**src/rtl/key_hold_judge.sv**
```systemverilog
// Key hold judge: arms on start, reports hit after a key is held long enough, miss on timeout.
// Optional macro WRONG_KEY_MISS_EN: a non-zero wrong key in WAIT/HOLD ends the judgement with miss.
module key_hold_judge #(
  parameter int unsigned KEY_W          = 4,
  parameter int unsigned HOLD_CYCLES    = 10_000_000,
  parameter int unsigned TIMEOUT_CYCLES = 300_000_000,
  parameter int unsigned CNT_W          = 29
) (
  input  logic             clk,
  input  logic             rst,
  input  logic             start,
  input  logic [KEY_W-1:0] correct_key,
  input  logic [KEY_W-1:0] key_in,
  output logic             busy,
  output logic             hit,
  output logic             miss,
  output logic             held
);

  typedef enum logic [1:0] {
    S_IDLE    = 2'd0,
    S_WAIT    = 2'd1,
    S_HOLD    = 2'd2,
    S_RELEASE = 2'd3
  } state_t;

  localparam logic [CNT_W-1:0] HOLD_LIM = CNT_W'(HOLD_CYCLES);
  localparam logic [CNT_W-1:0] TMO_LIM  = CNT_W'(TIMEOUT_CYCLES);
  localparam logic [CNT_W-1:0] CNT_MAX  = '1;

  state_t           state, state_nx;
  logic [KEY_W-1:0] target, target_nx;
  logic [CNT_W-1:0] hold_cnt, hold_nx, tmo_cnt, tmo_nx;
  logic [CNT_W-1:0] hold_inc, tmo_inc;
  logic             busy_nx, hit_nx, miss_nx, held_nx;
  logic             match, wrong;

  assign match = (key_in == target);

  // Saturating increments so the counters can never wrap.
  assign hold_inc = (hold_cnt == CNT_MAX) ? hold_cnt : hold_cnt + CNT_W'(1);
  assign tmo_inc  = (tmo_cnt == CNT_MAX) ? tmo_cnt : tmo_cnt + CNT_W'(1);

`ifdef WRONG_KEY_MISS_EN
  assign wrong = (key_in != '0) && !match;
`else
  assign wrong = 1'b0;
`endif

  always_ff @(posedge clk or posedge rst) begin
    if (rst) begin
      state    <= S_IDLE;
      target   <= '0;
      hold_cnt <= '0;
      tmo_cnt  <= '0;
      busy     <= 1'b0;
      hit      <= 1'b0;
      miss     <= 1'b0;
      held     <= 1'b0;
    end else begin
      state    <= state_nx;
      target   <= target_nx;
      hold_cnt <= hold_nx;
      tmo_cnt  <= tmo_nx;
      busy     <= busy_nx;
      hit      <= hit_nx;
      miss     <= miss_nx;
      held     <= held_nx;
    end
  end

  always_comb begin
    state_nx  = state;
    target_nx = target;
    hold_nx   = hold_cnt;
    tmo_nx    = tmo_cnt;
    hit_nx    = 1'b0;
    miss_nx   = 1'b0;
    held_nx   = held;

    case (state)
      S_IDLE: begin
        held_nx = 1'b0;
        if (start) begin
          target_nx = correct_key;
          hold_nx   = '0;
          tmo_nx    = '0;
          state_nx  = S_WAIT;
        end
      end
      S_WAIT, S_HOLD: begin
        tmo_nx = tmo_inc;
        if (match) begin
          hold_nx  = hold_inc;
          state_nx = S_HOLD;
          if (hold_inc >= HOLD_LIM) begin
            hit_nx   = 1'b1;
            held_nx  = 1'b1;
            state_nx = S_RELEASE;
          end
        end else begin
          hold_nx  = '0;
          state_nx = S_WAIT;
        end
        // A coincident final hold sample takes priority over timeout or wrong key.
        if (!hit_nx && ((tmo_inc >= TMO_LIM) || wrong)) begin
          miss_nx  = 1'b1;
          state_nx = S_IDLE;
        end
      end
      S_RELEASE: begin
        if (!match) begin
          held_nx  = 1'b0;
          state_nx = S_IDLE;
        end
      end
      default: state_nx = S_IDLE;
    endcase

    busy_nx = (state_nx != S_IDLE);
  end

endmodule

```
**config.mk**
```make
export PLATFORM = sky130hd
export DESIGN_NAME = key_hold_judge
export DESIGN_NICKNAME = d
export VERILOG_FILES = /design/src/rtl/key_hold_judge.sv
export SDC_FILE = /design/constraint.sdc
export NUM_CORES = 1
export LEC_CHECK = 0
export BUFFER_PORTS_ARGS = -buffer_cell sky130_fd_sc_hd__buf_2
export CORE_MARGIN = 2
export CORE_UTILIZATION = 57
export CTS_CLUSTER_SIZE = 40
export DETAILED_ROUTE_END_ITERATION = 7
export PLACE_DENSITY = 0.77
export SYNTH_ARGS = -nofsm -noshare
export SYNTH_HDL_FRONTEND = slang
export SYNTH_SLANG_ARGS = --single-unit
```
**constraint.sdc**
```tcl
create_clock -name clk -period 2.9 [get_ports clk]
set_clock_uncertainty 0.1 [all_clocks]
set_input_delay 0.29 -clock clk [delete_from_list [all_inputs] [get_ports clk]]
set_output_delay 0.29 -clock clk [all_outputs]
set_load 0.01 [all_outputs]
```
# After elaboration in Yosys (flattened, before gate mapping)
# Cells that the tools add are included.
# word_totals
in_bits	11
output_inout_bits	4
elab_cells	53
register_bits	68
# op_classes
n_addsub	2
eq_ne	10
reduce_logical	9
n_mux	22
order_cmp	2
# op_table
operator	n
29-bit two-way mux	4
29-bit case mux with 2 select lines	2
29-bit by 1-bit adder with 29-bit output (second input constant)	2
29-bit equality test (second input constant)	2
29-bit by 24-bit >= comparator with 1-bit output (second input constant)	1
29-bit >= comparator (second input constant)	1
1-bit two-way mux	10
2-bit two-way mux	4
2-bit inequality test (second input constant)	4
2-bit case mux with 3 select lines	1
2-bit equality test (second input constant)	2
4-bit equality test	1
2-bit AND reduction	2
2-bit nonzero test	2
1-bit case mux with 3 select lines	1
3-bit AND reduction	1
2-bit by 1-bit equality test with 1-bit output (second input constant)	1
2-bit logical NOT	1
2-bit OR reduction	1
1-bit logical AND	1
1-bit logical NOT	1

# Longest topological paths before layout
# Gate-level depths: netlist of run 1.
# depth
ltp_word	11
mapped_depth	13
mapped_depth_nobuf	11

# Least setup slack after synthesis of run 1
# No wires, ideal clock.
# synth_path
path_kind	reg2reg
start	register hold_cnt[0]
end	register busy
synth_period_minus_slack_ns	2.954
path_stages_with_launch	14
required_time_ns	2.673
setup_time_ns	0.127
t_arrival_ns	2.727
path_buffers	2
slack_ns	-0.054
path_cell_list	dfrtp_1 -> ha_1 -> buf_2 -> nand4_1 -> nor3_1 -> and3_1 -> clkbuf_1 -> or4_1 -> a211o_1 -> a211oi_2 -> o2111ai_1 -> nand3_2 -> o21ai_2 -> nand3b_1
# synth_via
elab_chain_cells	11
word_cells_on_any_way	14
cone_classes	add/sub: 1; order compare: 1; eq/ne: 1; mux: 8; reduce/logical: 3
# synth_lines
element	line	text
start: declaration	33	logic [CNT_W-1:0] hold_cnt, hold_nx, tmo_cnt, tmo_nx;
start signal: assignment	63	hold_cnt <= hold_nx;
29-bit by 1-bit adder with 29-bit output or 29-bit equality test (tied branches)	41	assign hold_inc = (hold_cnt == CNT_MAX) ? hold_cnt : hold_cnt + CNT_W'(1);
29-bit two-way mux (*)	41	
29-bit by 24-bit >= comparator with 1-bit output (*)	96	if (hold_inc >= HOLD_LIM) begin
1-bit two-way mux	96	
1-bit two-way mux	93	if (match) begin
1-bit two-way mux	81	case (state)
1-bit logical NOT	106	if (!hit_nx && ((tmo_inc >= TMO_LIM) || wrong)) begin
1-bit logical AND	106	
2-bit two-way mux (*)	106	
2-bit case mux with 3 select lines (*)	81	
named net state_nx[0]	31	state_t state, state_nx;
2-bit nonzero test (*)	120	busy_nx = (state_nx != S_IDLE);
named net busy_nx	35	logic busy_nx, hit_nx, miss_nx, held_nx;
end signal: assignment	65	busy <= busy_nx;
end: declaration	14	output logic busy,
# The timed path passes the listed nets; every way through them passes the cells marked *. The select of a mux whose other input is x is not followed.
# A chain may end at the register's enable or synchronous reset.

# Worst setup path after layout of run 1
# layout_path
start	register tmo_cnt[1]
end	register busy
# layout_via
elab_chain_cells	7
word_cells_on_any_way	8
cone_classes	add/sub: 1; order compare: 1; eq/ne: 1; mux: 3; reduce/logical: 2
# layout_lines
element	line	text
start: declaration	33	
start signal: assignment	64	tmo_cnt <= tmo_nx;
29-bit by 1-bit adder with 29-bit output or 29-bit equality test (tied branches)	42	assign tmo_inc = (tmo_cnt == CNT_MAX) ? tmo_cnt : tmo_cnt + CNT_W'(1);
29-bit two-way mux (*)	42	
29-bit >= comparator (*)	106	
1-bit logical AND (*)	106	
2-bit two-way mux (*)	106	
2-bit case mux with 3 select lines (*)	81	
named net state_nx[0]	31	
2-bit nonzero test (*)	120	
named net busy_nx	35	
# The timed path passes the listed nets; every way through them passes the cells marked *.

==> results of run 1 <==
-- cell usage in the layout, fill, tap and decap left out, types with 8 or more instances in the layout --
cell type	n
sky130_fd_sc_hd__and2_1	12
sky130_fd_sc_hd__and4_1	8
sky130_fd_sc_hd__xor2_1	8
sky130_fd_sc_hd__o21ai_0	85
sky130_fd_sc_hd__a31oi_1	24
sky130_fd_sc_hd__clkbuf_8	10
sky130_fd_sc_hd__nand3_1	30
sky130_fd_sc_hd__nand4_1	22
sky130_fd_sc_hd__inv_1	8
sky130_fd_sc_hd__nor2_1	29
sky130_fd_sc_hd__dfrtp_1	61
sky130_fd_sc_hd__nand2_1	64
sky130_fd_sc_hd__o31ai_1	16
sky130_fd_sc_hd__a21oi_1	35
sky130_fd_sc_hd__and3_1	15
sky130_fd_sc_hd__nor3_1	11
sky130_fd_sc_hd__xnor2_1	9
sky130_fd_sc_hd__buf_4	103
sky130_fd_sc_hd__buf_2	14
-- layout make-up --
class | count | area [µm²]
Multi-Input combinational cell | 483 | 3160
Fill cell | 593 | 2060
Sequential cell | 68 | 1710
Timing Repair Buffer | 126 | 952
Clock buffer | 10 | 138
Tap cell | 105 | 131
Clock inverter | 6 | 63.8
Inverter | 9 | 33.8
-- routing by layer --
metal | share of wire | GRT usage | up-vias
met5 | 0 | 0 | -
met4 | 0.014 | 0.0657 | 0
met3 | 0.086 | 0.0698 | 25
met2 | 0.46 | 0.463 | 300
met1 | 0.45 | 0.449 | 2521
li1 | - | - | 2468
-- power by group through the flow --
stage | logic (mW) | clock network (mW) | registers [mW]
after floorplan | 0.743 | 0 | 1.11
after global placement | 1.12 | 0 | 1.11
after detailed placement | 1.15 | 0 | 1.11
after CTS | 1.16 | 0.837 | 1.10
after global routing | 1.33 | 0.879 | 1.12
final | 1.23 | 0.822 | 1.11
-- synth_stat cells, types with 3 or more instances --
cell type	count
sky130_fd_sc_hd__nand3_2	3
sky130_fd_sc_hd__a211o_1	4
sky130_fd_sc_hd__and2_1	13
sky130_fd_sc_hd__nor2_1	29
sky130_fd_sc_hd__nand2b_1	3
sky130_fd_sc_hd__o31ai_1	16
sky130_fd_sc_hd__a41oi_1	3
sky130_fd_sc_hd__a211oi_1	3
sky130_fd_sc_hd__a21o_1	5
sky130_fd_sc_hd__mux2_2	5
sky130_fd_sc_hd__nor2b_1	3
sky130_fd_sc_hd__ha_1	4
sky130_fd_sc_hd__o21ai_0	88
sky130_fd_sc_hd__nor3_1	13
sky130_fd_sc_hd__nor4_1	4
sky130_fd_sc_hd__a31oi_1	24
sky130_fd_sc_hd__clkbuf_2	3
sky130_fd_sc_hd__clkbuf_1	26
sky130_fd_sc_hd__and4_1	9
sky130_fd_sc_hd__inv_1	9
sky130_fd_sc_hd__o211ai_1	6
sky130_fd_sc_hd__and3_1	18
sky130_fd_sc_hd__nand4b_1	3
sky130_fd_sc_hd__nand4_1	22
sky130_fd_sc_hd__o21a_1	4
sky130_fd_sc_hd__nand3b_1	3
sky130_fd_sc_hd__nand3_1	32
sky130_fd_sc_hd__nand2_1	64
sky130_fd_sc_hd__xnor2_1	10
sky130_fd_sc_hd__or2_2	3
sky130_fd_sc_hd__buf_2	11
sky130_fd_sc_hd__nor4_4	3
sky130_fd_sc_hd__a2111oi_0	4
sky130_fd_sc_hd__dfrtp_1	68
sky130_fd_sc_hd__a21oi_1	38
sky130_fd_sc_hd__xor2_1	8
-- worst max-delay path, stage by stage, from the launching register on --
cell and delay (ns):
sky130_fd_sc_hd__dfrtp_1 0.40, sky130_fd_sc_hd__ha_4 0.18, sky130_fd_sc_hd__and3_4 0.19, sky130_fd_sc_hd__nand4_1 0.14, sky130_fd_sc_hd__buf_6 0.17, sky130_fd_sc_hd__nor3_4 0.21, sky130_fd_sc_hd__xnor2_2 0.08, sky130_fd_sc_hd__or4_1 0.51
sky130_fd_sc_hd__mux2_4 0.30, sky130_fd_sc_hd__a21oi_4 0.12, sky130_fd_sc_hd__o32a_1 0.18, sky130_fd_sc_hd__o21ai_2 0.06, sky130_fd_sc_hd__nand3b_1 0.16
-- what timing repair did --
action | 4_1_cts | 5_1_grt
pin swaps | 3 | 22
gates resized for setup | 6 | 43
hold buffers | 1 | 0
endpoints found under the setup margin | 1 | 6
setup buffers | 7 | 10
endpoints found under the hold margin | 27 | 0
-- flip-flops by register name, summed over array words and instances, names as in the netlist --
| signal | cells |
|---|---|
| tmo_cnt | 29 |
| busy | 1 |
| held | 1 |
| state | 2 |
| hold_cnt | 29 |
| miss | 1 |
| hit | 1 |
| target | 4 |
-- path summary, 6_finish.rpt --
path / end / slack [ns] / depth (start not counted)
max: busy$_DFF_PP0_ / -0.02 / 12
min: target[2]$_DFFE_PP0P_ / 0.06 / 2
max reg2reg: busy$_DFF_PP0_ / -0.02 / 12
min reg2reg: hold_cnt[27]$_DFFE_PP0P_ / 0.42 / 1
max in group asynchronous: tmo_cnt[7]$_DFFE_PP0P_ / 1.56 / 4
min in group asynchronous: target[0]$_DFFE_PP0P_ / 0.47 / 3
-- through the flow --
step           hold slack (ns)  TNS (ns)
5_1_grt                 0.0483    -0.174
6_report                0.0634   -0.0154
4_1_cts                 0.0522         0
3_5_place_dp             0.303   -0.0819
3_3_place_gp             0.293         0
2_1_floorplan            0.341  -0.00257
-- cells by family (layout without fill, tap and decap cells) --
kind of cell | after synthesis | after routing | synth area share
multiplexers | 7 | 7 | 0.0156
AND/OR/NAND/NOR | 235 | 235 | 0.268
AO/OA/AOI/OAI | 219 | 219 | 0.279
adder cells (fa/ha/maj) | 4 | 4 | 0.0103
flip-flops | 68 | 68 | 0.349
XOR/XNOR | 18 | 18 | 0.0323
buffers and inverters | 52 | 151 | 0.0451
==> metrics.log, run 1 <==
INFO  metric outcome = finished, violations left
INFO  metric violations_in_the_final_reports = negative setup slack
INFO  metric drtPass1Iterations = 7
INFO  metric antenna-diode-count = 0
INFO  metric post_drt_via_cell_ratio = approximately 6.6
INFO  metric worst_slack = -0.0154 ns
INFO  metric hold_violations = 0
INFO  metric die_y = slightly below 100 µm
INFO  metric dpl.hpwl = 9460 µm
INFO  metric floorplan.initialDensity = 0.591
INFO  metric clockBufferDepth = 2
INFO  metric postSynthRegisterBits = between 60 and 70
INFO  metric synth_area_leader_cell = sky130_fd_sc_hd__dfrtp_1
INFO  metric clock_power_frac = 0.260
INFO  metric fp.dieArea = 0.00931 mm²
INFO  metric areaGrowthSynthToFinish = 27.0%
INFO  metric timing.final.crit_share = 1.01
INFO  metric cts.sink_count = 68
INFO  metric avgSynthCellArea = 8.09 µm²
INFO  metric cts_inserted_buffers = 9
INFO  metric combinationalPowerShare = 0.388
INFO  metric internal_power = 1.87 mW
INFO  metric power_per_cell_area = 510 mW/mm²
INFO  metric die_w = 96.5 µm
INFO  metric fin_total_pwr = between 3 and 4 mW
INFO  metric min-delay-start = correct_key[2]
INFO  metric worst-slew-pin-transition = between 0.6 and 0.7 ns
INFO  metric finish.net_count = 712
INFO  metric area_fraction_of_the_dominant_cell_type_after_synthesis = 0.349
INFO  metric unrepaired_setup_endpoints_after_global_routing = true
INFO  metric fin_util = 0.750
INFO  metric grt_overflow = 0
INFO  metric setup.worst_path.start = tmo_cnt[1]$_DFFE_PP0P_
INFO  metric hp-class = input pin to flip-flop
INFO  metric path_clk_slew = 0.08 ns
INFO  metric critical_path_class = flip-flop to flip-flop
INFO  metric root_buffer = sky130_fd_sc_hd__clkbuf_8
INFO  metric worst_setup_path_end_kind = flip-flop
INFO  metric sw_ratio = 0.407
INFO  metric switching_power = 1.29 mW
INFO  metric fp-row-count = 33
INFO  metric pre_cts_slack = -0.0819 ns
INFO  metric postSynth.asyncResetShare = 1.00
INFO  metric number_of_design_rule_violations_left_after_detail_routing = 0
INFO  metric placement.cell_area = roughly 0.0056 mm²
INFO  metric grt_start_max_net_pins = 42
INFO  metric worstSkewPairLatency = 0.35 ns
INFO  metric synth.yosys.seq_area_share = 0.349
INFO  metric wl_per_cell = 17.6 µm
INFO  metric worst_slew_margin_rel = 0.574
INFO  metric critical_path.startpoint_type = flip-flop
INFO  metric gp_congestion = 0.950
INFO  metric placeableCoreArea = 0.00826 mm²
INFO  metric dominantRegCellSynth = sky130_fd_sc_hd__dfrtp_1
INFO  metric grt_use_total = 0.306
INFO  metric crit_arrival = 3.05 ns
INFO  metric max_cap_violations = 0
INFO  metric final_design_area_no_fill = a little over 0.006 mm²
INFO  metric clock_tree_from_tritoncts = built
INFO  metric global_route_wire_length_before_repair = between 20000 and 25000 µm
INFO  metric yosys_warnings = 0
INFO  metric grt_antenna_before_repair = 0
INFO  metric htree_num_levels = 3
INFO  metric drive_gt1_frac = 0.282
INFO  metric critPathRequiredTime = 3.04 ns
INFO  metric post-place-cells = 773
INFO  metric postRouteAntennaNets = 0
INFO  metric postSynthCellCount = roughly 600
INFO  metric stdcell_count = 807
INFO  metric design.portCount = 15
INFO  metric pwr-share-seq = 0.352
INFO  metric ys_top_cells_by_area = sky130_fd_sc_hd__dfrtp_1 (35%), sky130_fd_sc_hd__o21ai_0 (9.0%), sky130_fd_sc_hd__nand2_1 (4.9%)
INFO  metric final-max-slew-violation-count = 0
INFO  metric numPortBuffers = 14
INFO  metric mappedNetlistNets = about 620
INFO  metric vias_in_the_first_global_route = 4653
INFO  metric max_freq = 343 MHz
INFO  metric rr_startpoint = tmo_cnt[1]$_DFFE_PP0P_
INFO  metric critical_path_peak_fanout = 4
INFO  metric ir_drop = 0.900 mV
INFO  metric synth_area = 0.00488 mm²
INFO  metric route.vias.total = between 5000 and 6000
INFO  metric dr.first_iter.drc_count = 489
INFO  metric power_leakage = 2.66 nW
INFO  metric timing.final.setup_violations = 1
INFO  metric ys_types = 66
INFO  metric post-route-min-period = 2.92 ns
INFO  metric detail_route.wirelength = 14200 µm
INFO  metric count_of_flip_flops_with_a_built_in_enable_after_synthesis = 0
Power figures use the tool's default switching activity.
==> inputs of run 2 (changes only) <==
- GPL_TIMING_DRIVEN: not set -> 0
==> run 2 against run 1 <==
Compared with the run above:
- the run still ends with negative setup slack left
- first-iteration DRC count rose by 5.9%
- combinational power rose by 7%
- count of clock-buffer cells in the layout did not move
- clock power rose by 22%
- total power rose by 9.0%
- cell count fell by 3.8%
- core utilization fell by 1.6 points
- critical path depth rose by 1
- design area fell by 2.2%
- sequential power barely moved
==> metrics.log, run 2 (synthesis gave the netlist of run 1 again) <==
INFO  metric final_cell_mix = sky130_fd_sc_hd__o21ai_0 (85), sky130_fd_sc_hd__nand2_1 (63), sky130_fd_sc_hd__buf_4 (48), sky130_fd_sc_hd__dfrtp_1 (44), sky130_fd_sc_hd__a21oi_1 (36)
INFO  metric max_cap_violations = 0 (unchanged)
INFO  metric numPortBuffers = 14 (unchanged)
INFO  metric floorplan.initialDensity = 0.591 (unchanged)
INFO  metric unrepaired_setup_endpoints_after_global_routing = true
INFO  metric wl_per_cell = 19.9 µm (+13%)
INFO  metric antenna-diode-count = 0 (unchanged)
INFO  metric placeableCoreArea = 0.00826 mm² (unchanged)
INFO  metric stdcell_count = 776 (-3.8%)
INFO  metric post_drt_via_cell_ratio = 6.87 (+4.3%)
INFO  metric top_delay_family_on_crit_path = compound AO/OA/AOI/OAI gates
INFO  metric ff_latch_area = 0.00173 mm² (+1.2%)
INFO  metric grt_antenna_before_repair = 0 (unchanged)
INFO  metric ir_drop = 0.687 mV (-24%)
INFO  metric root_buffer = sky130_fd_sc_hd__clkbuf_8
INFO  metric path_cells = ha_4, nand4_1, buf_4, buf_4, buf_4, o2111ai_2, o211ai_1, o211ai_1, a211oi_4, o2111ai_4, nand3_2, o21ai_2, nand3b_1
INFO  metric path_clk_slew = 0.08 ns (about the same)
INFO  metric cts_inserted_buffers = 9 (unchanged)
INFO  metric global_route.usage.met2 = 0.515 (+0.0521)
INFO  metric die_w = 96.5 µm (unchanged)
INFO  metric final.setup.tns = -0.488 ns (-0.472 ns)
INFO  metric hold_buffers = 0 (-1)
INFO  metric vias_in_the_first_global_route = 4853 (+4.3%)
INFO  metric drive_gt1_frac = 0.270 (-0.0123)
INFO  metric worstSkewPairLatency = 0.36 ns (about the same)
INFO  metric grt_start_max_net_pins = 69 (+64%)
INFO  metric pre_cts_slack = -0.634 ns (-0.552 ns)
INFO  metric fin_total_pwr = 3.44 mW (+9.0%)
INFO  metric global_route_wire_length_before_repair = 24400 µm (+9.0%)
INFO  metric timing.final.setup_violations = 5 (+4)
INFO  metric worst_slack = -0.140 ns (-0.124 ns)
INFO  metric worst_slew_margin_rel = 0.438 (-0.136)
INFO  metric layout_commonest_cell = sky130_fd_sc_hd__o21ai_0
INFO  metric hp-class = input pin to asynchronous set/reset pin
INFO  metric globalRoute.busiestLayer = met2
INFO  metric post-place-cells = 722 (-6.6%)
INFO  metric grt_use_total = 0.339 (+0.0330)
INFO  metric clockBufferDepth = 2 (unchanged)
INFO  metric power_per_cell_area = 568 mW/mm² (+11%)
INFO  metric post-route-min-period = 3.04 ns (+0.124 ns)
INFO  metric grt_use_met3 = 0.0551 (-0.0147)
INFO  metric timing.final.crit_share = 1.05 (+0.0428)
INFO  metric final.fill_count = 611 (+3.0%)
INFO  metric number_of_design_rule_violations_left_after_detail_routing = 0 (unchanged)
INFO  metric cp_num_buf_inv = 3 (+2)
INFO  metric crit_path_frequent_cell = sky130_fd_sc_hd__buf_4
INFO  metric worst_setup_path_end = busy$_DFF_PP0_
INFO  metric cp.depth = 13 (+1)
INFO  metric cts.sink_count = 68 (unchanged)
INFO  metric timing.hold.ws = 0.00576 ns (-0.0577 ns)
INFO  metric r2r_end = busy$_DFF_PP0_
INFO  metric gp_congestion = 0.967 (+1.7%)
INFO  metric max_freq = 329 MHz (-4.1%)
INFO  metric largest_registers = hold_cnt x29, tmo_cnt x29, target x4
INFO  metric violations_in_the_final_reports = negative setup slack
INFO  metric dr.first_iter.drc_count = 518 (+5.9%)
INFO  metric route.vias.total = 5331 (+0.32%)
INFO  metric final-max-slew-violation-count = 0 (unchanged)
INFO  metric critPathRequiredTime = 3.04 ns (about the same)
INFO  metric fin_util = 0.734 (-0.0162)
INFO  metric rr_startpoint = hold_cnt[0]$_DFFE_PP0P_
INFO  metric drtPass1Iterations = 5 (-2)
INFO  metric clock_tree_from_tritoncts = built
INFO  metric outcome = finished, violations left
INFO  metric crit_arrival = 3.18 ns (+0.13 ns)
INFO  metric critical_path_class = flip-flop to flip-flop
INFO  metric grt_overflow = 0 (unchanged)
INFO  metric detail_route.wirelength = 15500 µm (+8.8%)
INFO  metric dpl.hpwl = 9560 µm (+1.0%)
INFO  metric met1_usage = 0.487 (+0.0377)
INFO  metric fp-row-count = 33 (unchanged)
INFO  metric postRouteAntennaNets = 0 (unchanged)
INFO  metric setup.worst_path.start = hold_cnt[0]$_DFFE_PP0P_
INFO  metric critical_path_peak_fanout = 7 (+3)
INFO  metric crit_path_top_delay_cell = sky130_fd_sc_hd__dfrtp_2
INFO  metric critical_path.max_stage_delay = 0.44 ns (-0.07 ns)
INFO  metric count_of_cells_along_the_worst_register_to_register_path = 13 (+1)
INFO  metric final_design_area_no_fill = 0.00606 mm² (-2.2%)
INFO  metric finish.net_count = 681 (-4.4%)
INFO  metric critical_path.startpoint_type = flip-flop
INFO  metric htree_num_levels = 3 (unchanged)
INFO  metric areaGrowthSynthToFinish = 24.2%
INFO  metric worst_setup_path_end_kind = flip-flop
INFO  metric power_leakage = 2.44 nW (-8.0%)
INFO  metric design.portCount = 15 (unchanged)
INFO  metric multi_input_comb_area = 0.00328 mm² (+3.6%)
INFO  metric placement.cell_area = 0.00510 mm² (-9.4%)
INFO  metric r2r_slack = -0.14 ns (-0.12 ns)
INFO  metric worst-slew-pin-transition = 0.843 ns (+0.205 ns)
INFO  metric fp.dieArea = 0.00931 mm² (unchanged)
INFO  metric die_y = 96.5 µm (unchanged)
INFO  metric hold_violations = 0 (unchanged)
## run 2: cell count changes in the layout (fill, tap and decap cells not counted), moves of 17 or more
cell,change
sky130_fd_sc_hd__clkbuf_1,+17
sky130_fd_sc_hd__dfrtp_1,-17
sky130_fd_sc_hd__buf_4,-55
sky130_fd_sc_hd__dfrtp_2,+17
## run 2: what timing repair did
| item | 4_1_cts | 5_1_grt |
|---|---|---|
| pin swaps | 19 | 22 |
| setup endpoints to repair | 20 | 42 |
| gates cloned | 0 | 1 |
| resized for setup | 50 | 62 |
| hold endpoints to repair | 0 | 0 |
| setup buffers | 31 | 16 |
## run 2: routing by layer
metal | part of all wire | up-vias | wire [µm]
met2 | 0.46 | 288 | 7060
met3 | 0.082 | 42 | 1270
met1 | 0.44 | 2588 | 6730
met4 | 0.025 | 0 | 394
li1 | - | 2413 | -
met5 | 0 | - | 0
## run 2: worst register-to-register path, delay by kind of cell (launching register included)
kind | cells | cell delay (ns)
simple gates | 3 | 0.48
flops | 1 | 0.44
fa+ha+maj | 1 | 0.17
buf+inv | 3 | 0.37
compound gates | 6 | 1.35
## run 2: cell type report
type / instances / share of cell area
well taps: 105 / 0.0217
clock inverters: 6 / 0.0184
inverters: 9 / 0.00599
multi-input cells: 483 / 0.541
plain buffers: 33 / 0.0322
clock buffers: 10 / 0.0227
repair buffers: 62 / 0.0725
flip-flops and latches: 68 / 0.286
## run 2: worst min path at each step
stage	slack, ns	cells past startpoint	to
floorplan	0.34	1	target[0]$_DFFE_PP0P_
global placement	0.38	1	hold_cnt[27]$_DFFE_PP0P_
detailed placement	0.39	1	hold_cnt[27]$_DFFE_PP0P_
CTS	0.03	2	tmo_cnt[0]$_DFFE_PP0P_
global route	0.07	2	target[0]$_DFFE_PP0P_
finish	0.006	2	tmo_cnt[0]$_DFFE_PP0P_
## run 2: power breakdown
part,internal (mW),switching [mW],total [mW]
logic,0.380,0.939,1.32
registers,1.03,0.0903,1.13
clock network,0.595,0.405,0.999
total,2.01,1.43,3.44
==> inputs of run 3 (changes only) <==
- CORE_UTILIZATION: 57 -> 60
- clock period: 2.9 -> 3.6 ns (I/O delays scaled with it)
==> run 3 against run 2 <==
Compared with the run above:
- the flow now finishes without violations
- worst setup slack gained 0.28 ns
- sequential power fell by 21%
- largest power group unchanged
- core utilization is 5.1 points lower
- die area decreased by 4.8%
- total power is 30% lower
- register-to-register slack better by 0.28 ns
- non-clock buffer count is 33 lower
==> metrics.log, run 3 (synthesis gave the netlist of run 1 again) <==
INFO  metric hp-class = input pin to asynchronous set/reset pin
INFO  metric floorplan.initialDensity = 0.625 (+0.0341)
INFO  metric finish.net_count = 648 (-4.8%)
INFO  metric pre_cts_slack = -0.300 ns (+0.334 ns)
INFO  metric final_cell_mix = sky130_fd_sc_hd__o21ai_0 (86), sky130_fd_sc_hd__dfrtp_1 (67), sky130_fd_sc_hd__nand2_1 (64), sky130_fd_sc_hd__a21oi_1 (38), sky130_fd_sc_hd__nand3_1 (31)
INFO  metric cts_inserted_buffers = 9 (unchanged)
INFO  metric placeableCoreArea = 0.00781 mm² (-5.5%)
INFO  metric clockBufferDepth = 2 (unchanged)
INFO  metric r2r_end = busy$_DFF_PP0_
INFO  metric ir_drop = 0.494 mV (-28%)
INFO  metric count_of_cells_along_the_worst_register_to_register_path = 14 (+1)
INFO  metric critPathRequiredTime = 3.72 ns (+0.68 ns)
INFO  metric timing.final.setup_violations = 0 (-5)
INFO  metric rr_startpoint = hold_cnt[1]$_DFFE_PP0P_
INFO  metric critical_path_peak_fanout = 9 (+2)
INFO  metric final-max-slew-violation-count = 0 (unchanged)
INFO  metric post_drt_via_cell_ratio = 6.76 (-1.6%)
INFO  metric dpl.hpwl = 9170 µm (-4.1%)
INFO  metric wl_per_cell = 18.3 µm (-8.1%)
INFO  metric power_per_cell_area = 454 mW/mm² (-20%)
INFO  metric setup.worst_path.start = hold_cnt[1]$_DFFE_PP0P_
INFO  metric final.fill_count = 679 (+11%)
INFO  metric cts.sink_count = 68 (unchanged)
INFO  metric grt_antenna_before_repair = 1 (+1)
INFO  metric dr.first_iter.drc_count = 459 (-11%)
INFO  metric drtPass1Iterations = 5 (unchanged)
INFO  metric layout_commonest_cell = sky130_fd_sc_hd__o21ai_0
INFO  metric timing.hold.ws = 0.0777 ns (+0.0720 ns)
INFO  metric worst_slack = 0.144 ns (+0.284 ns)
INFO  metric post-route-min-period = 3.46 ns (+0.416 ns)
INFO  metric critical_path.startpoint_type = flip-flop
INFO  metric detail_route.wirelength = 13600 µm (-12%)
INFO  metric ff_latch_area = 0.00170 mm² (-1.7%)
INFO  metric number_of_design_rule_violations_left_after_detail_routing = 0 (unchanged)
INFO  metric postRouteAntennaNets = 0 (unchanged)
INFO  metric drive_gt1_frac = 0.121 (-0.149)
INFO  metric worst_slew_margin_rel = 0.301 (-0.137)
INFO  metric outcome = finished clean
INFO  metric stdcell_count = 740 (-4.6%)
INFO  metric worst_setup_path_end_kind = flip-flop
INFO  metric clock_tree_from_tritoncts = built
INFO  metric htree_num_levels = 3 (unchanged)
INFO  metric largest_registers = hold_cnt x29, tmo_cnt x29, target x4
INFO  metric worstSkewPairLatency = 0.35 ns (about the same)
INFO  metric power_leakage = 2.20 nW (-9.9%)
INFO  metric die_y = 94.2 µm (-2.4%)
INFO  metric critical_path_class = flip-flop to flip-flop
INFO  metric fin_total_pwr = 2.42 mW (-30%)
INFO  metric multi_input_comb_area = 0.00299 mm² (-8.6%)
INFO  metric fp-row-count = 32 (-3.0%)
INFO  metric post-place-cells = 719 (-0.42%)
INFO  metric route.vias.total = 5002 (-6.2%)
INFO  metric fp.dieArea = 0.00887 mm² (-4.8%)
INFO  metric design.portCount = 15 (unchanged)
INFO  metric timing.final.crit_share = 0.960 (-0.0881)
INFO  metric path_clk_slew = 0.07 ns (about the same)
INFO  metric grt_overflow = 0 (unchanged)
INFO  metric r2r_slack = 0.14 ns (+0.28 ns)
INFO  metric hold_violations = 0 (unchanged)
INFO  metric worst-slew-pin-transition = 1.04 ns (+0.196 ns)
INFO  metric die_w = 94.2 µm (-2.4%)
INFO  metric grt_use_total = 0.319 (-0.0197)
INFO  metric areaGrowthSynthToFinish = 9.29%
INFO  metric hold_buffers = 0 (unchanged)
INFO  metric numPortBuffers = 14 (unchanged)
INFO  metric root_buffer = sky130_fd_sc_hd__clkbuf_8
INFO  metric grt_start_max_net_pins = 69 (unchanged)
INFO  metric crit_arrival = 3.57 ns (+0.39 ns)
INFO  metric global_route_wire_length_before_repair = 22300 µm (-8.4%)
INFO  metric vias_in_the_first_global_route = 4524 (-6.8%)
INFO  metric max_cap_violations = 0 (unchanged)
INFO  metric max_freq = 289 MHz (-12%)
INFO  metric gp_congestion = 0.961 (-0.59%)
==> run 3: area by class of cell <==
| type | count | area share |
|---|---|---|
| Inverter | 9 | 0.00681 |
| Sequential cell | 68 | 0.319 |
| Multi-Input combinational cell | 483 | 0.562 |
| Buffer | 42 | 0.0343 |
| Clock inverter | 2 | 0.00188 |
| Timing Repair Buffer | 20 | 0.0216 |
| Clock buffer | 13 | 0.0298 |
| Antenna cell | 1 | 0.000469 |
| Tap cell | 102 | 0.0239 |
==> run 3: worst max path at each step <==
stage | end | slack [ns] | cells after the start
3_3_place_gp | busy$_DFF_PP0_ | -0.19 | 12
2_1_floorplan | busy$_DFF_PP0_ | 0.65 | 13
4_1_cts | busy$_DFF_PP0_ | 0.002 | 13
5_1_grt | busy$_DFF_PP0_ | -0.02 | 14
3_5_place_dp | busy$_DFF_PP0_ | -0.30 | 12
6_report | busy$_DFF_PP0_ | 0.14 | 14
==> run 3: power by group <==
part | switching (mW) | internal, mW | total, mW
Combinational | 0.685 | 0.266 | 0.951
Sequential | 0.0640 | 0.833 | 0.897
Clock | 0.291 | 0.283 | 0.573
Total | 1.04 | 1.38 | 2.42
==> run 3: metrics by stage <==
step,util,TNS [ns],instance area (µm²)
2_1_floorplan,-,0,4880
3_3_place_gp,0.650,-0.610,5070
3_5_place_dp,0.650,-1.24,5080
4_1_cts,0.674,0,5260
5_1_grt,0.682,-0.0153,5330
6_report,0.683,0,5330
==> run 3: layer usage <==
layer | track usage | share of wire | up-vias
met5 | 0 | 0 | -
met1 | 0.473 | 0.45 | 2357
met3 | 0.0594 | 0.095 | 30
met2 | 0.454 | 0.44 | 275
li1 | - | - | 2340
met4 | 0.134 | 0.016 | 0
==> run 3: timing repair <==
item,in CTS,in global routing
setup buffers,0,6
pin swaps,0,5
endpoints found under the setup margin,6,6
gates resized for setup,3,6
==> run 3: critical path, stage by stage (launching register included) <==
cell,delay [ns]
sky130_fd_sc_hd__dfrtp_1,0.45
sky130_fd_sc_hd__ha_1,0.21
sky130_fd_sc_hd__buf_2,0.17
sky130_fd_sc_hd__nand4_1,0.17
sky130_fd_sc_hd__nor3_4,0.09
sky130_fd_sc_hd__buf_4,0.15
sky130_fd_sc_hd__and3_1,0.15
sky130_fd_sc_hd__clkbuf_1,0.16
sky130_fd_sc_hd__or4_1,0.43
sky130_fd_sc_hd__a211o_1,0.34
sky130_fd_sc_hd__a211oi_4,0.27
sky130_fd_sc_hd__o2111ai_2,0.21
sky130_fd_sc_hd__nand3_2,0.17
sky130_fd_sc_hd__o21ai_2,0.08
sky130_fd_sc_hd__nand3b_1,0.16
